$ cat config.mk
export PLATFORM = sky130hd
export DESIGN_NAME = clock_divider_prog
export DESIGN_NICKNAME = d
export VERILOG_FILES = /design/src/rtl/clkdiv_pkg.sv /design/src/rtl/clkdiv_load_ctrl.sv /design/src/rtl/clock_divider_prog.sv
export SDC_FILE = /design/constraint.sdc
export NUM_CORES = 1
export LEC_CHECK = 0
export ABC_AREA = 1
export BUFFER_PORTS_ARGS = -buffer_cell sky130_fd_sc_hd__buf_2
export CORE_MARGIN = 5
export CORE_UTILIZATION = 45
export DETAILED_ROUTE_END_ITERATION = 16
export HOLD_SLACK_MARGIN = 0.05
export SYNTH_ARGS = -nofsm -noshare
export SYNTH_HDL_FRONTEND = slang
export SYNTH_SLANG_ARGS = --single-unit
export TNS_END_PERCENT = 10
$ cat constraint.sdc
create_clock -name clock_in -period 6.5 [get_ports clock_in]
set_input_delay 0 -clock clock_in [delete_from_list [all_inputs] [get_ports clock_in]]
set_output_delay 0 -clock clock_in [all_outputs]
set_load 0.01 [all_outputs]
$ cat src/rtl/clkdiv_pkg.sv
// Shared constants, load-control action encoding and the divisor clamp for the programmable clock divider.
package clkdiv_pkg;

  localparam int CLKDIV_MIN_DIV = 2;
  localparam int CLKDIV_CNT_W   = 16;
  localparam int CLKDIV_PCNT_W  = 16;

  // What the load controller does with the divisor registers on the next edge.
  typedef enum logic [1:0] {
    LD_HOLD       = 2'd0,
    LD_CAPTURE    = 2'd1,
    LD_APPLY_NEW  = 2'd2,
    LD_APPLY_PEND = 2'd3
  } ld_action_e;

  // Wide enough for any CNT_W in use; callers cast back to their own width.
  function automatic logic [63:0] clkdiv_clamp(input logic [63:0] div);
    return (div < 64'(CLKDIV_MIN_DIV)) ? 64'(CLKDIV_MIN_DIV) : div;
  endfunction

endpackage

$ cat src/rtl/clkdiv_load_ctrl.sv
// Divisor load control: pending register, pending flag, and apply-at-boundary / apply-when-disabled logic.
module clkdiv_load_ctrl
  import clkdiv_pkg::*;
#(
  parameter int CNT_W       = CLKDIV_CNT_W,
  parameter int DEFAULT_DIV = 4
) (
  input  logic             clock_in,
  input  logic             reset,
  input  logic             enable,
  input  logic             div_load,
  input  logic [CNT_W-1:0] div_value,
  input  logic             wrap,
  output logic [CNT_W-1:0] div_active,
  output logic             load_pending
);

  localparam logic [CNT_W-1:0] RESET_DIV = CNT_W'(clkdiv_clamp(64'(DEFAULT_DIV)));

  logic [CNT_W-1:0] div_clamped;
  logic [CNT_W-1:0] pending;
  ld_action_e       action;

  assign div_clamped = CNT_W'(clkdiv_clamp(64'(div_value)));

  // A load on the wrap edge itself bypasses the pending register, so the
  // flag never rises for it; a stale pending value loses to it.
  always_comb begin
    action = LD_HOLD;
    if (!enable) begin
      if (div_load) action = LD_APPLY_NEW;
    end else if (wrap) begin
      if (div_load)          action = LD_APPLY_NEW;
      else if (load_pending) action = LD_APPLY_PEND;
    end else if (div_load) begin
      action = LD_CAPTURE;
    end
  end

  always_ff @(posedge clock_in) begin
    if (reset) begin
      div_active   <= RESET_DIV;
      pending      <= RESET_DIV;
      load_pending <= 1'b0;
    end else begin
      case (action)
        LD_CAPTURE: begin
          pending      <= div_clamped;
          load_pending <= 1'b1;
        end
        LD_APPLY_NEW: begin
          div_active   <= div_clamped;
          pending      <= div_clamped;
          load_pending <= 1'b0;
        end
        LD_APPLY_PEND: begin
          div_active   <= pending;
          load_pending <= 1'b0;
        end
        default: ;
      endcase
    end
  end

endmodule

$ cat src/rtl/clock_divider_prog.sv
// Runtime-programmable clock divider: registered clock_out of period N, per-period tick.
// Optional CLKDIV_PERIOD_COUNT_EN adds a 16-bit period_count output counting ticks.
module clock_divider_prog
  import clkdiv_pkg::*;
#(
  parameter int CNT_W       = CLKDIV_CNT_W,
  parameter int DEFAULT_DIV = 4
) (
  input  logic                     clock_in,
  input  logic                     reset,
  input  logic                     enable,
  input  logic [CNT_W-1:0]         div_value,
  input  logic                     div_load,
  output logic                     clock_out,
  output logic                     tick,
`ifdef CLKDIV_PERIOD_COUNT_EN
  output logic [CLKDIV_PCNT_W-1:0] period_count,
`endif
  output logic [CNT_W-1:0]         div_active,
  output logic                     load_pending
);

  logic [CNT_W-1:0] cnt;
  logic [CNT_W-1:0] cnt_next;
  logic [CNT_W-1:0] lo;
  logic             wrap;

  assign wrap = enable && (cnt == div_active - CNT_W'(1));
  assign lo   = div_active - (div_active >> 1);

  always_comb begin
    cnt_next = cnt;
    if (!enable) begin
      if (div_load) cnt_next = '0;
    end else if (wrap) begin
      cnt_next = '0;
    end else begin
      cnt_next = cnt + CNT_W'(1);
    end
  end

  // clock_out follows next-state cnt so it is glitch-free and exactly (cnt >= lo).
  // Whenever div_active changes, cnt_next is 0, so the old lo gives the same answer.
  always_ff @(posedge clock_in) begin
    if (reset) begin
      cnt       <= '0;
      clock_out <= 1'b0;
      tick      <= 1'b0;
    end else begin
      cnt       <= cnt_next;
      clock_out <= (cnt_next >= lo);
      tick      <= wrap;
    end
  end

`ifdef CLKDIV_PERIOD_COUNT_EN
  always_ff @(posedge clock_in) begin
    if (reset)     period_count <= '0;
    else if (wrap) period_count <= period_count + CLKDIV_PCNT_W'(1);
  end
`endif

  clkdiv_load_ctrl #(
    .CNT_W       (CNT_W),
    .DEFAULT_DIV (DEFAULT_DIV)
  ) u_load_ctrl (
    .clock_in     (clock_in),
    .reset        (reset),
    .enable       (enable),
    .div_load     (div_load),
    .div_value    (div_value),
    .wrap         (wrap),
    .div_active   (div_active),
    .load_pending (load_pending)
  );

endmodule

# Yosys cells after proc, flatten, opt, wreduce, memory -nomap -nowiden
# Cells that the tools add are included.
# classes
n_addsub	3
n_lt_le_gt_ge	2
n_eq_ne	4
muxes	12
n_reduce_logical	5
# ops
cell	n
2-to-1 mux 16 bit	4
case mux 16 bit (2 select lines)	1
adder 16 x 1 -> 16 bit, second input constant	1
== test 16 bit	1
>= comparator 16 bit	1
< comparator 16 x 2 -> 1 bit, second input constant	1
subtractor 16 x 1 -> 16 bit, second input constant	1
subtractor 16 x 15 -> 16 bit	1
2-to-1 mux 2 bit	5
== test 2 bit, second input constant	2
nonzero test 2 bit	2
OR reduction 2 bit	2
== test 2 x 1 -> 1 bit, second input constant	1
case mux 1 bit (2 select lines)	1
logical AND 1 bit	1
2-to-1 mux 1 bit	1
# word_totals
regBits	51
input_bits	20
wordCells	32

# Longest topological paths before layout
# depth
word_depth	8
ltp_mapped	24
ltp_nobuf	24

# By module
# A second synthesis with hierarchy kept.
# hier_totals
hier_cells	665
hier_area_um2	4496.8
# modules_own_cells
mod	instances	cells_each	area_each_um2
clock_divider_prog	1	476	2947.8
clkdiv_load_ctrl	1	189	1549.0

# Worst setup path after synthesis
# No wires, ideal clock.
# synth_path
kind	reg-to-reg
from	reg u_load_ctrl.div_active[1]
to	reg u_load_ctrl.div_active[10]
setup_ns	0.057
arrival_ns	3.032
required_ns	6.443
slack_ns	3.411
stages_incl_launch_ff	23
path_buffers	2
path_cell_list	dfxtp_1 inv_1 ha_1 nand3_1 nand2_1 nand3_1 nand2_1 nor2_1 nand2_1 nor2_1 nand3_4 nor2_1 nand2_1 nand3_2 inv_2 ha_1 clkbuf_1 nor2_1 clkbuf_1 a22oi_1 o21ai_0 nand2_1 inv_1
# synth_between
elab_chain_cells	7
word_cells_on_any_way	9
classes_between	add/sub (1); eq/ne (3); mux (3); reduce/logical (2)
# synth_lines
element	line_no	source
start, declared	clkdiv_load_ctrl.sv:14	output logic [CNT_W-1:0] div_active,
start signal, assigned	clkdiv_load_ctrl.sv:52	div_active <= div_clamped;
start signal, assigned	clkdiv_load_ctrl.sv:57	div_active <= pending;
subtractor 16 x 1 -> 16 bit (*)	clock_divider_prog.sv:28	assign wrap = enable && (cnt == div_active - CNT_W'(1));
== test 16 bit (*)	clock_divider_prog.sv:28	
logical AND 1 bit (*)	clock_divider_prog.sv:28	
2-to-1 mux 2 bit (*)	clkdiv_load_ctrl.sv:32	end else if (wrap) begin
2-to-1 mux 2 bit (*)	clkdiv_load_ctrl.sv:30	if (!enable) begin
== test 2 bit	clkdiv_load_ctrl.sv:46	case (action)
case mux 16 bit (2 select lines) / nonzero test 2 bit (equally long branches)	-	
# Mark *: on every way between the ends. The rest lies on a longest branch, timed or not.
# A chain may end at the register's enable or synchronous reset.

# Final worst setup path
# layout_path
from	reg u_load_ctrl.div_active[2]
to	reg u_load_ctrl.div_active[3]
# Same word-level chain as after synthesis.

==> summary.txt <==
Yosys
  – Mapped Area: 4820 µm²
  – Post-synthesis sequential area ratio: 0.212
  – Ys Warns: 0
  – Number of enable flip-flop cells after synthesis: 0
  – Post-synth net total: 782
  – Top cells by area, synth: dfxtp_1, ha_1, nand2_1
  – Area leader, netlist: dfxtp_1
  – Distinct cells, synth: 46
  – Post-synthesis average cell area: 6.79 µm²
  – Top-area cell type share of the netlist area: 0.212
  – Top FF cell, synth: dfxtp_1
  – Synth Register Bits: 51
  – Async SR Flop Fraction: 0
  – Cells after Synth: 710

Drt
  – Final antenna-violating net count: 0
  – DR vias/cell: 5.18
  – DR WL/cell: 15.0 µm
  – Vias: 4,601
  – Initial DRT Pass Iterations: 5
  – Final WL: 13.3 mm
  – DRT iter0 DRCs: 231
  – DRC: 0

Power and ir drop
  – Pwr Density: 176 nW/µm²
  – Static leakage: around 2.8 nW
  – Max IR drop VDD: 114 µV
  – Total Power: about 0.94 mW

Floorplanning
  – Rows: 37
  – I/O pin count: 39
  – Die Wd: roughly 110 µm
  – Die Y: 114 µm
  – Initial core utilization: 0.465
  – Core area: 10,400 µm²
  – Die area: 12,900 µm²

Placed design
  – DP Wirelength: between 10 and 15 mm
  – Inst Count DP: a little under 900
  – Placer Congestion: 0.916
  – Port bufs: 38

Run status
  – Run status: complete, no violations

Setup path
  – FF-to-FF End: u_load_ctrl.div_active[3]
  – Crit path arrival time: 4.82 ns
  – CP startpoint kind: flop
  – Worst EP required: 6.78 ns
  – CP endpoint: u_load_ctrl.div_active[3]
  – RR Startpoint: u_load_ctrl.div_active[2]
  – CP Capture Type: flop
  – Worst-path cell chain: inv_1 -> ha_1 -> inv_1 -> nor2_2 -> nand2_1 -> nand3_1 -> nand2_1 -> nor2_1 -> nand2_1 -> nor2_1 -> nand3_4 -> nor2_1 -> nand2_1 -> nand3_2 -> inv_2 -> ha_1 -> nor2_1 -> inv_1 -> o221ai_1 -> nand2_1 -> inv_1
  – CP most frequent cell: nand2_1
  – Critical path origin: u_load_ctrl.div_active[2]
  – CP Class: flop to flop
  – Worst r2r path cells: 21
  – Slowest Stage Delay on Critical Path: 0.88 ns
  – Worst-path maximum fanout: 19
  – R2R Setup Slk: 1.96 ns
  – Slowest stage cell, crit path: nor2_1

STA
  – RSZ-0062 raised after global routing: no
  – Max-slew violations: 0
  – Fin crit period: 4.54 ns
  – Final setup viols: 0
  – Max-slew headroom: 0.319
  – Maximum clock rate: 0.220 GHz
  – Least-Margin Pin Slew: 1.02 ns
  – Hold Violations, Final: 0
  – Setup Total Neg Slack: 0 ns
  – Clock skew: 0.0143 ns
  – Period utilization: 0.699

Clock tree
  – Clk slew on worst S/H paths: 0.11 ns
  – CTS Buf Count: 5
  – Number of setup buffers added after CTS: 0
  – Clock tree buffer depth: 2
  – CTS tree: yes
  – Sink Count: between 50 and 60
  – Clk Latency, worst-skew pair: about 0.33 ns
  – Root buffer cell: clkbuf_8
  – H-tree Lvls: 2
  – Gates resized, CTS repair: 0

Cells and area
  – Nets: 824
  – Non-Filler Instances: 889
  – Finished Core Util: 0.517
  – Leading cell type in the layout, fill and taps excluded: nand2_1
  – Diodes inserted: 0
  – Layout area overhead: 11.1%
  – Most frequent cells in the layout: nand2_1, inv_1, ha_1, dfxtp_1, a21oi_1
  – Share of cells above drive strength 1: 0.127

GRT
  – Initial antenna violation count: 0
  – First-pass GRT wire length: about 22 mm
  – Aggregate global-route resource usage: 0.213
  – Vias in the first global route: 4,492
  – Largest net degree at the start of global routing: 30
  – Gr ovfl total: 0

Worst hold path
  – Hold Path Class: input pin to flop
  – Hold path startpoint: div_value[1]

Flow run
  – Max_cap viols: 0
==> through the flow <==
step	cell area (µm²)	worst slack, ns	hold slack (ns)
global route	5360	1.39	0.134
detailed placement	5080	1.98	0.273
floorplan	4820	3.41	0.0997
global placement	5080	2.02	0.269
CTS	5360	1.95	0.0529
finish	5360	1.96	0.0502
==> critical path: cells and delay by family, from the launching register on <==
kind	cells	cell delay [ns]
compound gates	1	0.24
buf+inv	5	0.58
simple gates	13	2.59
fa+ha+maj	2	0.70
flops	1	0.36
==> area by class of cell <==
class | instances | area [µm²]
clock buffers | 6 | 82.6
clock inverters | 2 | 38.8
fillers | 1084 | 5010
inverters | 120 | 450
multi-input cells | 520 | 3250
flip-flops and latches | 51 | 1020
well taps | 136 | 170
repair buffers | 54 | 348
==> power by group <==
group | internal (mW) | switching (mW) | total (mW)
combinational | 0.125 | 0.224 | 0.348
sequential | 0.329 | 0.0158 | 0.345
clock | 0.127 | 0.123 | 0.250
total | 0.581 | 0.363 | 0.944
==> state kept, by name, indices dropped and copies added (netlist names) <==
name	cells
cnt	16
u_load_ctrl.div_active	16
u_load_ctrl.pending	16
clock_out	1
tick	1
u_load_ctrl.load_pending	1
==> layer usage <==
layer,share of wire,global-route usage,routed length [µm]
met2,0.48,0.369,6370
met1,0.47,0.278,6250
met5,0,0,0
met4,0.018,0.0553,239
met3,0.035,0.0286,470
==> worst min-delay path by stage <==
stage	slack (ns)	to	cells after the start
floorplan	0.1	u_load_ctrl.div_active[2]	2
global placement	0.27	u_load_ctrl.pending[15]	3
detailed placement	0.27	u_load_ctrl.pending[5]	3
CTS	0.05	u_load_ctrl.pending[1]	5
global route	0.13	u_load_ctrl.pending[1]	5
finish	0.05	u_load_ctrl.pending[1]	5
==> cells in the mapped netlist (2+ instances only) <==
library cell  number
o31ai_1            2
nand4_1           20
nand2_1          165
nor2_2             2
nand3_1           38
xor2_1            24
nand2_2           10
o21bai_1           3
nor4_1             6
buf_2              2
nor3_1             8
a31oi_1            3
nand3b_4           6
o21a_1             2
a22oi_1           12
nor2_4             2
nand3_2            4
buf_4              2
clkbuf_1          12
nand3b_1           3
o21ai_0           42
a21oi_1           47
nand2_4            2
nand3_4            5
dfxtp_1           51
inv_2              4
a21oi_2           10
ha_1              51
nor2_1            40
inv_1            116
==> what timing repair did <==
action | in CTS | in global routing
endpoints found under the hold margin | 26 | 0
hold buffers | 15 | 0
endpoints found under the setup margin | 0 | 0
==> kinds of logic after synthesis <==
family	after synthesis	synth area share
buffers and inverters	139	0.115
xor gates and xnor gates	26	0.0488
adders and majority gates	52	0.136
AOI/OAI and AO/OA	128	0.156
and+or+nand+nor	314	0.332
DFF	51	0.212
Note: power is estimated with default switching activity, not from simulation.
